File: config.mk
export PLATFORM = sky130hd
export DESIGN_NAME = shiftreg_digit
export DESIGN_NICKNAME = d
export VERILOG_FILES = /design/src/rtl/mmm_pkg.sv /design/src/rtl/digit_counter.sv /design/src/rtl/shiftreg_digit.sv
export SDC_FILE = /design/constraint.sdc
export NUM_CORES = 1
export LEC_CHECK = 0
export BUFFER_PORTS_ARGS = -buffer_cell sky130_fd_sc_hd__buf_2
export CAP_MARGIN = 0
export CELL_PAD_IN_SITES_DETAIL_PLACEMENT = 0
export CELL_PAD_IN_SITES_GLOBAL_PLACEMENT = 1
export CORE_MARGIN = 2
export CORE_UTILIZATION = 40
export DETAILED_ROUTE_END_ITERATION = 8
export PLACE_DENSITY = 0.73
export SYNTH_ARGS = -nofsm -noshare
export SYNTH_HDL_FRONTEND = slang
export SYNTH_SLANG_ARGS = --single-unit
File: constraint.sdc
create_clock -name clk -period 3.1 [get_ports clk]
set_clock_uncertainty 0.2 [all_clocks]
set_input_delay 0.31 -clock clk [delete_from_list [all_inputs] [get_ports clk]]
set_output_delay 0.31 -clock clk [all_outputs]
set_load 0.05 [all_outputs]
File: src/rtl/mmm_pkg.sv
// -----------------------------------------------------------------------------
// mmm_pkg
//   Types and helpers shared by the Montgomery modular multiplier datapath.
//   - shift_state_e : state of the operand digit serialiser.
//   - ndig()        : ceil(width / digit), the digit count of an operand.
//                     Also used by the MMM core to size its loop counters.
// -----------------------------------------------------------------------------
package mmm_pkg;

  typedef enum logic [1:0] {
    IDLE  = 2'd0,  // no operand loaded
    SHIFT = 2'd1,  // emitting digits
    DONE  = 2'd2   // every digit handed over, waiting for a load or clear
  } shift_state_e;

  // Number of DIGIT-bit digits needed to cover a WIDTH-bit operand.
  function automatic int ndig(input int width, input int digit);
    return (width + digit - 1) / digit;
  endfunction

endpackage : mmm_pkg

File: src/rtl/digit_counter.sv
// -----------------------------------------------------------------------------
// digit_counter
//   Up-counter for the index of the digit currently offered by the serialiser.
//   Counts 0 .. NDIG; the value NDIG is only reached after the final transfer.
//
// Ports
//   clk   : clock, rising edge
//   rstb  : asynchronous active-low reset, clears the count
//   clr   : synchronous clear to zero, wins over inc
//   inc   : advance the count by one
//   cnt   : current count
//   term  : count equals NDIG-1 (the final digit)
// -----------------------------------------------------------------------------
module digit_counter #(
  parameter int NDIG  = 32,
  parameter int CNT_W = $clog2(NDIG + 1)
) (
  input  logic             clk,
  input  logic             rstb,
  input  logic             clr,
  input  logic             inc,
  output logic [CNT_W-1:0] cnt,
  output logic             term
);

  // NOTE: state is written with non-blocking assignments so every flop samples
  // the pre-edge values, regardless of the order the blocks are evaluated in.
  always_ff @(posedge clk or negedge rstb) begin
    if (!rstb) begin
      cnt <= '0;
    end else if (clr) begin
      cnt <= '0;
    end else if (inc) begin
      cnt <= cnt + CNT_W'(1);
    end
  end

  assign term = (cnt == CNT_W'(NDIG - 1));

endmodule : digit_counter

File: src/rtl/shiftreg_digit.sv
// -----------------------------------------------------------------------------
// shiftreg_digit
//   Operand serialiser for the radix-2^DIGIT Montgomery multiplier. A WIDTH-bit
//   operand is zero-extended to NDIG*DIGIT bits on load and offered to the MMM
//   core one DIGIT-bit digit at a time, LSB-first or MSB-first, under a
//   valid/ready handshake.
//
// Ports
//   clk           : clock, rising edge
//   rstb          : asynchronous active-low reset
//   en            : clock enable; when low every register holds
//   rst_mmm_i     : synchronous active-low clear (qualified by en), beats ld_a
//   ld_a          : load operand A (qualified by en), accepted in any state
//   msb_first_i   : digit order of the operand being loaded
//   A             : operand
//   digit_ready_i : consumer accepts the current digit
//   digit_o       : current digit (0 when not valid)
//   digit_valid_o : digit_o is valid
//   digit_idx_o   : index of the current digit, 0 = first emitted
//   last_o        : current digit is the final one
//   done_o        : all digits transferred; held until next load or clear
// -----------------------------------------------------------------------------
module shiftreg_digit
  import mmm_pkg::*;
#(
  parameter int WIDTH = 32,
  parameter int DIGIT = 1,
  parameter int CNT_W = $clog2(ndig(WIDTH, DIGIT) + 1)
) (
  input  logic             clk,
  input  logic             rstb,
  input  logic             en,
  input  logic             rst_mmm_i,
  input  logic             ld_a,
  input  logic             msb_first_i,
  input  logic [WIDTH-1:0] A,
  input  logic             digit_ready_i,
  output logic [DIGIT-1:0] digit_o,
  output logic             digit_valid_o,
  output logic [CNT_W-1:0] digit_idx_o,
  output logic             last_o,
  output logic             done_o
);

  localparam int NDIG = ndig(WIDTH, DIGIT);
  localparam int PW   = NDIG * DIGIT;  // padded operand width

  shift_state_e   state_q, state_d;
  logic [PW-1:0]  sh_q;
  logic           msb_q;
  logic [CNT_W-1:0] cnt;
  logic           term;

  // ---------------------------------------------------------------------------
  // Control decode. Clear beats load, load beats a transfer, and nothing
  // happens while en is low (the handshake included).
  // ---------------------------------------------------------------------------
  logic clr, load, xfer;

  assign clr  = en && !rst_mmm_i;
  assign load = en &&  rst_mmm_i && ld_a;
  assign xfer = en &&  rst_mmm_i && !ld_a && (state_q == SHIFT) && digit_ready_i;

  // ---------------------------------------------------------------------------
  // FSM
  // ---------------------------------------------------------------------------
  always_ff @(posedge clk or negedge rstb) begin
    if (!rstb) begin
      state_q <= IDLE;
    end else begin
      state_q <= state_d;
    end
  end

  // NOTE: state_d gets a default before any branch so no path leaves it
  // unassigned, which would otherwise infer a latch.
  always_comb begin
    state_d = state_q;
    if (clr) begin
      state_d = IDLE;
    end else if (load) begin
      state_d = SHIFT;
    end else if (xfer && term) begin
      state_d = DONE;
    end
  end

  // ---------------------------------------------------------------------------
  // Operand shift register and stored digit order. The outgoing digit always
  // sits at one end of the register, so the output is a fixed slice and each
  // transfer shifts it away with zero fill.
  // ---------------------------------------------------------------------------
  always_ff @(posedge clk or negedge rstb) begin
    if (!rstb) begin
      sh_q  <= '0;
      msb_q <= 1'b0;
    end else if (clr) begin
      sh_q  <= '0;
      msb_q <= 1'b0;
    end else if (load) begin
      sh_q  <= PW'(A);
      msb_q <= msb_first_i;
    end else if (xfer) begin
      if (msb_q) begin
        sh_q <= sh_q << DIGIT;
      end else begin
        sh_q <= sh_q >> DIGIT;
      end
    end
  end

  // ---------------------------------------------------------------------------
  // Digit index
  // ---------------------------------------------------------------------------
  digit_counter #(
    .NDIG  (NDIG),
    .CNT_W (CNT_W)
  ) u_cnt (
    .clk  (clk),
    .rstb (rstb),
    .clr  (clr || load),
    .inc  (xfer),
    .cnt  (cnt),
    .term (term)
  );

  // ---------------------------------------------------------------------------
  // Outputs. Every digit-side output is gated by valid, so IDLE and DONE
  // present zeros; valid itself depends only on registered state.
  // ---------------------------------------------------------------------------
  logic [DIGIT-1:0] head;

  assign head = msb_q ? sh_q[PW-1 -: DIGIT] : sh_q[DIGIT-1:0];

  assign digit_valid_o = (state_q == SHIFT);
  assign done_o        = (state_q == DONE);
  assign digit_o       = digit_valid_o ? head : '0;
  assign digit_idx_o   = digit_valid_o ? cnt  : '0;
  assign last_o        = digit_valid_o && term;

endmodule : shiftreg_digit
==> metrics.yaml <==
floorplanning:
  rows: 29
  die_w_um: 84.2
  core_um2: 6280
  ios: 49
  chipHeight_um: 84.2
  start_util: 0.410
  dieArea_um2: 7090
power:
  power_frac_clock: 0.292
  p_sw_frac: 0.299
  pwr-share-comb: 0.196
  total_power_mw: 1.20
  power-per-cell-area_nw_per_um2: 414
  seq_power_share: 0.513
  p_leak_nw: 1.23
  p_sw_uw: 361
  vdd_drop_max_mv: 0.232
  p_int_uw: 844
clock_tree:
  cts_buffer_depth: 2
  htree_levels: 2
  clock_sink_count: 41
  clk_pin_slew_ns: 0.08
  numCtsBuffers: 5
  cts_tree: "built"
  clk_latency_ns: 0.29
  cts-root-buf: "clkbuf_8"
  postCtsSetupBuffers: 0
global_route:
  grt_pass1_wl_um: 11000
  grt_max_degree: 42
  grt_use_total: 0.188
  antenna_found_initial: 0
  grt_pass1_vias: 2175
  grt_overflow: 0
place:
  placed_area_um2: 2820
  dp_hpwl_um: 4060
  numPortBuffers: 48
  gp_congestion: 0.760
sta:
  layout_min_cycle_time_ns: 2.07
  slew_viol_final: 0
  max_freq_mhz: 483
  setup_violations: 0
  finalCritPeriodShare: 0.668
  hold_violations: 0
  maxSlewHeadroom: 0.355
  tightest_slew_ns: 0.968
  tns_ns: 0
  rsz0062_at_grt: "false"
route:
  drt_first_iter_violations: 154
  ant_nets: 0
  num_vias: 2243
  viasPerCell: 5.81
  drt_wl_total_um: 6480
  drc_errors: 0
  wl_per_cell_um: 16.8
  drt_first_pass_iters: 4
synthesis:
  synth_edf_count: 0
  netlist_area_um2: 2570
  avgSynthCellArea_um2: 9.46
  syn_inst: 272
  syn-num-nets: 312
  ys_ff_latch: 41
  async_flop_share: 1.00
  yosysUniqueCellTypes: 36
  yosys_warnings: 0
  synthFlopType: "dfrtp_1"
  seq_area_frac_synth: 0.399
cells_and_area:
  drive_above_1_share: 0.285
  final_area_um2: 2910
  nNetsFinal: 348
  n_antenna_cell: 0
  area_delta_synth_final_pct: 13.0
critical_path:
  end_kind: "output pin"
  crit_start: "state_q[0]$_DFFE_PN0P_"
  r2r_start: "state_q[1]$_DFFE_PN0P_"
  regToRegSetupSlack_ns: 1.32
  r2r_end: "state_q[0]$_DFFE_PN0P_"
  criticalPathCategory: "reg -> out"
  critPathRequiredTime_ns: 2.59
  crit_path_start_kind: "flop"
  crit_fanout: 9
  reg2regPathDepth: 4
  arrival_ns: 1.56
  crit_path_end: "digit_o"
min_path:
  hold_depth: 3
  hold_path_class: "in -> reg"
job:
  timing.max_cap.violations: 0
run_status:
  outcome: "complete, no violations"
registers in the layout, summed over array words and instances, names as in the netlist:
signal     cells
u_cnt.cnt      6
sh_q          32
msb_q          1
state_q        2
final cells by class:
class                   instances  area (um^2)
well taps                      77         96.3
flip-flops and latches         41         1030
fillers                       622         3370
multi-input cells             197         1350
clock buffers                   6         72.6
clock inverters                 2         10.0
repair buffers                 59          338
inverters                       4         15.0
power groups by stage:
stage	registers (mW)	logic, mW	clock network [mW]
6_report	0.618	0.236	0.351
5_1_grt	0.623	0.264	0.385
4_1_cts	0.617	0.239	0.365
3_5_place_dp	0.628	0.237	0
3_3_place_gp	0.628	0.236	0
2_1_floorplan	0.612	0.177	0
cells in the final DEF (no fill, tap or decap), types with 2 or more instances in the layout:
master / n
buf_2: 48
mux2i_1: 15
dfrtp_1: 41
and2_1: 7
clkbuf_8: 5
clkinv_2: 2
inv_1: 3
nor2_1: 2
nand2_1: 34
a221oi_1: 24
nand3_1: 23
and3_1: 3
nand2b_1: 2
mux2_2: 19
buf_4: 9
o211ai_1: 20
a21o_1: 2
o21ai_0: 25
nor2b_1: 4
a21oi_1: 2
metal layers:
metal  share of wire  vias up  GRT usage
li1                -     1096          -
met1            0.50     1085      0.275
met2            0.46       58      0.293
met3           0.042        4     0.0315
met4          0.0068        0     0.0440
met5               0        -          0
cells by family (layout without fill, tap and decap cells):
family	Yosys count	after routing	synth area share
buffers and inverters	34	71	0.0773
and+or+nand+nor	83	83	0.159
AOI/OAI and AO/OA	79	79	0.219
adders and majority gates	1	1	0.00486
muxes	34	34	0.141
DFF	41	41	0.399
how the worst min path moves through the flow:
stage | from | end | slack (ns)
floorplan | rstb | msb_q$_DFFE_PN0N_ | -0.19
global placement | u_cnt.cnt[5]$_DFFE_PN0P_ | u_cnt.cnt[5]$_DFFE_PN0P_ | 0.29
detailed placement | u_cnt.cnt[5]$_DFFE_PN0P_ | u_cnt.cnt[5]$_DFFE_PN0P_ | 0.30
CTS | A[24] | sh_q[24]$_DFFE_PN0P_ | 0.02
global route | A[27] | sh_q[27]$_DFFE_PN0P_ | 0.03
finish | A[24] | sh_q[24]$_DFFE_PN0P_ | 0.03
timing repair:
item                      CTS  global route
hold buffers                1             0
hold endpoints to repair   41             0
resized for setup           0             0
critical path, cell delays in order, from the launching register on:
cell	delay, ns
dfrtp_1	0.41
nor2b_1	0.39
nor2b_1	0.19
buf_2	0.28
synth_stat cells, drive strengths merged, types with 2 or more instances:
cell type / instances / area, um^2
and3: 3 / 18.8
a21oi: 2 / 10.0
o211ai: 20 / 150
o21ai: 25 / 125
buf: 24 / 160
nand3: 23 / 115
nor2b: 4 / 25.0
clkbuf: 6 / 23.8
dfrtp: 41 / 1030
mux2i: 15 / 150
nand2b: 2 / 12.5
mux2: 19 / 214
a21o: 2 / 15.0
nor2: 3 / 11.3
nand2: 35 / 134
inv: 4 / 15.0
and2: 7 / 43.8
a221oi: 25 / 225
metrics by stage:
stage          hold WS [ns]  setup WS [ns]  instances  utilization
2_1_floorplan        -0.186          0.739        272            -
3_3_place_gp          0.289           1.15        377        0.449
3_5_place_dp          0.298           1.10        377        0.449
4_1_cts              0.0208          0.987        386        0.463
5_1_grt              0.0307          0.845        386        0.463
6_report             0.0271           1.03        386        0.463
No activity file was read; power rests on OpenSTA's default activity.
